==> src/rtl/mfe_led7seg_pkg.sv <==
// Shared types and helpers for the 74HC595 seven-segment scanner.
package mfe_led7seg_pkg;

  localparam int unsigned DEF_DIG_NUM = 8;
  localparam int unsigned DEF_SEG_NUM = 8;

  typedef enum logic [2:0] {
    ST_IDLE,
    ST_LOAD,
    ST_SHIFT_LO,
    ST_SHIFT_HI,
    ST_LATCH,
    ST_DWELL
  } state_t;

  // Minimum bit width able to index v items (never less than 1).
  function automatic int unsigned clogb2(input int unsigned v);
    int unsigned w;
    w = 1;
    while (((32'd1 << w) < v) && (w < 32)) w++;
    return w;
  endfunction

  // Width of a counter that must reach the value n inclusive.
  function automatic int unsigned cnt_width(input int unsigned n);
    return clogb2(n + 1);
  endfunction

endpackage

==> src/rtl/mfe_hc595_serializer.sv <==
// Serialises one N-bit word MSB first onto a 74HC595 chain, then pulses the latch.
module mfe_hc595_serializer
  import mfe_led7seg_pkg::*;
#(
  parameter int unsigned N   = 16,
  parameter int unsigned DIV = 4
) (
  input  logic         clk,
  input  logic         rst,
  input  logic         start,
  input  logic [N-1:0] word,
  output logic         done_c,
  output logic         sclk,
  output logic         rclk,
  output logic         dio
);

  localparam int unsigned DW = clogb2(DIV);
  localparam int unsigned BW = cnt_width(N);

  state_t         state, state_nx;
  logic [DW-1:0]  div_cnt;
  logic [BW-1:0]  bit_cnt;
  logic [N-1:0]   sr;
  logic           div_last;

  assign div_last = (div_cnt == DW'(DIV - 1));

  // Next-state and handshake decode.
  always_comb begin
    state_nx = state;
    done_c   = 1'b0;
    case (state)
      ST_IDLE:     if (start) state_nx = ST_SHIFT_LO;
      ST_SHIFT_LO: if (div_last) state_nx = ST_SHIFT_HI;
      ST_SHIFT_HI: if (div_last) state_nx = (bit_cnt == BW'(N - 1)) ? ST_LATCH : ST_SHIFT_LO;
      ST_LATCH: begin
        if (div_last) begin
          state_nx = ST_IDLE;
          done_c   = 1'b1;
        end
      end
      default:     state_nx = ST_IDLE;
    endcase
  end

  // dio only moves at word load and on the falling sclk edge between bits.
  always_ff @(posedge clk) begin
    if (rst) begin
      state   <= ST_IDLE;
      div_cnt <= '0;
      bit_cnt <= '0;
      sr      <= '0;
      sclk    <= 1'b0;
      rclk    <= 1'b0;
      dio     <= 1'b0;
    end else begin
      state   <= state_nx;
      div_cnt <= ((state_nx != state) || (state == ST_IDLE)) ? '0 : div_cnt + DW'(1);
      sclk    <= (state_nx == ST_SHIFT_HI);
      rclk    <= (state_nx == ST_LATCH);
      if ((state == ST_IDLE) && start) begin
        sr      <= word;
        dio     <= word[N-1];
        bit_cnt <= '0;
      end else if ((state == ST_SHIFT_HI) && div_last) begin
        sr      <= sr << 1;
        bit_cnt <= bit_cnt + BW'(1);
        if (state_nx == ST_SHIFT_LO) dio <= sr[N-2];
      end
    end
  end

endmodule

==> src/rtl/mfe_led7seg_74hc595_scanner.sv <==
// Autonomous multiplexed 7-segment refresh: frame buffer, field assembly, dwell and digit sequencing.
module mfe_led7seg_74hc595_scanner
  import mfe_led7seg_pkg::*;
#(
  parameter int unsigned DIG_NUM   = DEF_DIG_NUM,
  parameter int unsigned SEG_NUM   = DEF_SEG_NUM,
  parameter int unsigned DIV       = 4,
  parameter int unsigned HOLD      = 100,
  parameter int unsigned SEG_INV   = 0,
  parameter int unsigned DIG_INV   = 0,
  parameter int unsigned SEG_FIRST = 0
) (
  input  logic                        clk,
  input  logic                        rst,
  input  logic                        en,
  input  logic                        blank,
  input  logic                        wr_en,
  input  logic [clogb2(DIG_NUM)-1:0]  wr_addr,
  input  logic [SEG_NUM-1:0]          wr_data,
  output logic                        sclk,
  output logic                        rclk,
  output logic                        dio,
  output logic                        busy,
  output logic [clogb2(DIG_NUM)-1:0]  cur_dig,
  output logic                        frame_done
);

  localparam int unsigned AW        = clogb2(DIG_NUM);
  localparam int unsigned N         = DIG_NUM + SEG_NUM;
  localparam int unsigned HW        = cnt_width(HOLD);
  localparam int unsigned HOLD_LAST = (HOLD == 0) ? 0 : HOLD - 1;
  localparam logic [DIG_NUM-1:0] DIG_MASK = {DIG_NUM{DIG_INV != 0}};
  localparam logic [SEG_NUM-1:0] SEG_MASK = {SEG_NUM{SEG_INV != 0}};

  logic [SEG_NUM-1:0] fbuf [DIG_NUM];
  state_t             state, state_nx;
  logic [HW-1:0]      hold_cnt;
  logic [DIG_NUM-1:0] dig_field;
  logic [SEG_NUM-1:0] seg_field;
  logic [N-1:0]       word;
  logic               start_c, done_c, exit_c;

  assign dig_field = (DIG_NUM'(1) << cur_dig) ^ DIG_MASK;
  assign seg_field = (blank ? '0 : fbuf[cur_dig]) ^ SEG_MASK;
  assign word      = (SEG_FIRST != 0) ? {seg_field, dig_field} : {dig_field, seg_field};

  // Host writes land at the clock edge, so a LOAD in the same cycle still sees the old entry.
  always_ff @(posedge clk) begin
    if (rst) begin
      for (int i = 0; i < DIG_NUM; i++) fbuf[i] <= '0;
    end else if (wr_en && (32'(wr_addr) < DIG_NUM)) begin
      fbuf[wr_addr] <= wr_data;
    end
  end

  // ST_SHIFT_LO here spans the whole serializer transaction, including its latch phase.
  always_comb begin
    state_nx = state;
    start_c  = 1'b0;
    exit_c   = 1'b0;
    case (state)
      ST_IDLE:     if (en) state_nx = ST_LOAD;
      ST_LOAD: begin
        start_c  = 1'b1;
        state_nx = ST_SHIFT_LO;
      end
      ST_SHIFT_LO: begin
        if (done_c) begin
          if (HOLD == 0) exit_c = 1'b1;
          else           state_nx = ST_DWELL;
        end
      end
      ST_DWELL:    if (hold_cnt == HW'(HOLD_LAST)) exit_c = 1'b1;
      default:     state_nx = ST_IDLE;
    endcase
    if (exit_c) state_nx = en ? ST_LOAD : ST_IDLE;
  end

  always_ff @(posedge clk) begin
    if (rst) begin
      state      <= ST_IDLE;
      hold_cnt   <= '0;
      cur_dig    <= '0;
      busy       <= 1'b0;
      frame_done <= 1'b0;
    end else begin
      state      <= state_nx;
      hold_cnt   <= (state == ST_DWELL) ? hold_cnt + HW'(1) : '0;
      busy       <= (state_nx != ST_IDLE);
      frame_done <= exit_c && (cur_dig == AW'(DIG_NUM - 1));
      if (exit_c) cur_dig <= (cur_dig == AW'(DIG_NUM - 1)) ? '0 : cur_dig + AW'(1);
    end
  end

  mfe_hc595_serializer #(
    .N   (N),
    .DIV (DIV)
  ) u_ser (
    .clk    (clk),
    .rst    (rst),
    .start  (start_c),
    .word   (word),
    .done_c (done_c),
    .sclk   (sclk),
    .rclk   (rclk),
    .dio    (dio)
  );

endmodule

==> config.mk <==
export PLATFORM = sky130hd
export DESIGN_NAME = mfe_led7seg_74hc595_scanner
export DESIGN_NICKNAME = d
export VERILOG_FILES = /design/src/rtl/mfe_led7seg_pkg.sv /design/src/rtl/mfe_hc595_serializer.sv /design/src/rtl/mfe_led7seg_74hc595_scanner.sv
export SDC_FILE = /design/constraint.sdc
export NUM_CORES = 1
export LEC_CHECK = 0
export BUFFER_PORTS_ARGS = -buffer_cell sky130_fd_sc_hd__buf_2
export CORE_AREA = 2 2 89 91
export CTS_BUF_LIST = sky130_fd_sc_hd__clkbuf_16
export DETAILED_ROUTE_END_ITERATION = 16
export DIE_AREA = 0 0 91 93
export PLACE_DENSITY = 0.94
export SLEW_MARGIN = 20
export SYNTH_ARGS = -nofsm -noshare
export SYNTH_HDL_FRONTEND = slang
export SYNTH_SLANG_ARGS = --single-unit
==> constraint.sdc <==
create_clock -name clk -period 3.4 [get_ports clk]
set_input_delay 0.68 -clock clk [delete_from_list [all_inputs] [get_ports clk]]
set_output_delay 0.68 -clock clk [all_outputs]
set_load 0.01 [all_outputs]
==> impl_metrics.yaml <==
outcome:
  outcome: "completed"
routing:
  viasPerCell: 5.83
  route.detailed.drc: 0
  vias: 2954
  drt_wl_total_um: 9000
  avgRoutedWirePerCell_um: 17.8
  dr.pass1.iters: 4
  final_antenna_net_count: 0
  drt_iter0_markers: 163
sta:
  fin_crit_sh_pct: 62.3
  period_minus_slack_ns: 2.12
  setup_viol: 0
  finalMaxSlewViolations: 0
  rsz0062_at_grt: "false"
  setup_tns_ns: 0
  slew_headroom_pct: 32.7
  tightest_slew_ns: 1.01
  max_freq_mhz: 472
  whs_ns: 0.420
  hold_violations: 0
  fin_skew_ns: 0.00785
setup_path:
  start_kind: "register"
  cp.required_ns: 3.61
  critPathKind: "register to register"
  cp.arrival_ns: 2.33
  r2r_cells: 3
  timing.critical_path.to_type: "register"
  crit_fanout: 16
floorplanning:
  num_rows: 32
  coreArea_mm2: 0.00753
  die_h_um: 93
  pin_count: 24
  dieArea_mm2: 0.00846
  initial_core_util_pct: 63.8
  die_w_um: 91
synth:
  synth.area.top_cells: "edfxtp_1, dfxtp_1, and2_1, mux4_2, ha_1"
  avgSynthCellArea_um2: 12.6
  synth_cell_types: 46
  yosysWarningCount: 0
  synth.most_common_cell: "and2_1"
  synth_edf_count: 64
  synthArstFlopShare_pct: 0
  syn-num-nets: 407
  syn_inst: 381
  synthFlopType: "edfxtp_1"
  synth_common_cells: "and2_1, edfxtp_1, dfxtp_1"
  synth_top_area_cell: "edfxtp_1"
  ys_seq_area_share_pct: 59.2
  syn-cell-area_mm2: 0.00481
  ys_seq_elements: 110
  synth_top_area_share_pct: 40.0
clock_tree:
  clkSinkCount: 110
  cts_tree: "done"
  clkLatencyLatePin_ns: 0.34
  numCtsBuffers: 9
  clk_pin_slew_worst_paths_ns: 0.07
  holdBufCountCts: 0
  cts.root.buffer_cell: "clkbuf_16"
  h-tree-depth: 3
  post_cts_buffers: 0
  clockBufferDepth: 2
  cts_resized: 0
grt:
  grt_pass1_wl_um: 14700
  grtUsageTotal_pct: 23.2
  grt_pass1_vias: 2895
  grt_start_max_net_pins: 33
  antenna_found_initial: 0
  globalRoute.totalOverflow: 0
cells_and_area:
  n_antenna_cell: 0
  final_nets: 426
  fin_area_mm2: 0.00526
  seqCellArea_mm2: 0.00284
  fillers: 536
  multi_input_area_mm2: 0.00186
  drive_gt1_share_pct: 17.0
  syn_to_final_growth_pct: 9.42
  final_cells: 507
worst_hold_path:
  holdPathStages: 1
  min_path_type: "register to register"
place:
  hpwl_um: 6390
  gp_congestion: 0.795
  place_area_mm2: 0.00498
  portBuffers: 23
  dp_cells: 491
pwr:
  ir_drop_v: 0.000348
  p_leak_nw: 1.86
  p_total_mw: 2.57
  p_per_area_mw_per_mm2: 489
job:
  maxCapViolCount: 0
worst paths after layout:
path	to	start	slack [ns]
min reg2reg	u_ser.div_cnt[0]	u_ser.div_cnt[0]	0.42
max	u_ser.sr[3]	register	1.28
min	u_ser.div_cnt[0]	u_ser.div_cnt[0]	0.42
max reg2reg	u_ser.sr[3]	register	1.28
where the power goes:
group	leakage (nW)	switching [mW]	total, mW	internal (mW)
clock network	0.132	0.465	0.964	0.499
logic	0.742	0.0717	0.118	0.0460
registers	0.985	0.0265	1.49	1.46
metal layers:
layer,GRT usage [%],up-vias,part of all wire (%)
met5,0,-,0
li1,-,1403,-
met3,5.56,12,5.4
met2,38.5,103,51
met4,8.71,0,2.0
met1,30.0,1436,42
metrics by stage:
| stage | worst slack, ns | util (%) |
|---|---|---|
| 2_1_floorplan | 1.27 | - |
| 3_3_place_gp | 1.21 | 66.2 |
| 3_5_place_dp | 1.11 | 66.2 |
| 4_1_cts | 1.22 | 69.9 |
| 5_1_grt | 1.13 | 69.9 |
| 6_report | 1.28 | 69.9 |
cells in the final DEF (no fill, tap or decap), drive strengths merged, types with 2 or more instances in the layout:
master,instances
edfxtp,64
o21ai,8
nor2,28
nand2b,6
nor2b,2
nand2,17
xor2,4
a21oi,12
ha,10
inv,8
and3,3
and4b,2
or3,4
nand3b,3
a22oi,8
mux4,16
nor3,5
a32oi,3
buf,25
mux2i,12
or2,10
nand3,7
clkinv,3
dfxtp,46
clkinvlp,2
a211oi,2
xnor2,5
clkbuf,9
a31oi,3
and2,66
registers in the layout, indices dropped and copies added, names as in the netlist, 2 cells and up, named ones only:
name and flops:
u_ser.bit_cnt 5, fbuf 64, cur_dig 3, u_ser.state 3
u_ser.sr 15, u_ser.div_cnt 2, hold_cnt 7, state 3
final cells by class:
cell class / instances / area share [%]
Tap cell: 102 / 2.43
Inverter: 6 / 0.428
Clock inverter: 7 / 0.975
Sequential cell: 110 / 54.1
Clock buffer: 9 / 4.28
Timing Repair Buffer: 25 / 2.47
Multi-Input combinational cell: 248 / 35.4
worst max-delay path: stages (launching register included):
cell and delay, ns:
dfxtp_1 0.99, mux4_2 0.63, a22oi_1 0.23, o21ai_0 0.13
cell families (layout without fill, tap and decap cells):
| group | Yosys count | in the layout | synth area share [%] |
|---|---|---|---|
| xor gates and xnor gates | 9 | 9 | 1.64 |
| AOI/OAI and AO/OA | 41 | 41 | 5.52 |
| adders and majority gates | 10 | 10 | 2.60 |
| and+or+nand+nor | 160 | 160 | 18.9 |
| DFF | 110 | 110 | 59.2 |
| buffers and inverters | 23 | 47 | 2.16 |
| muxes | 28 | 28 | 10.0 |
No activity file was read; power rests on OpenSTA's default activity.
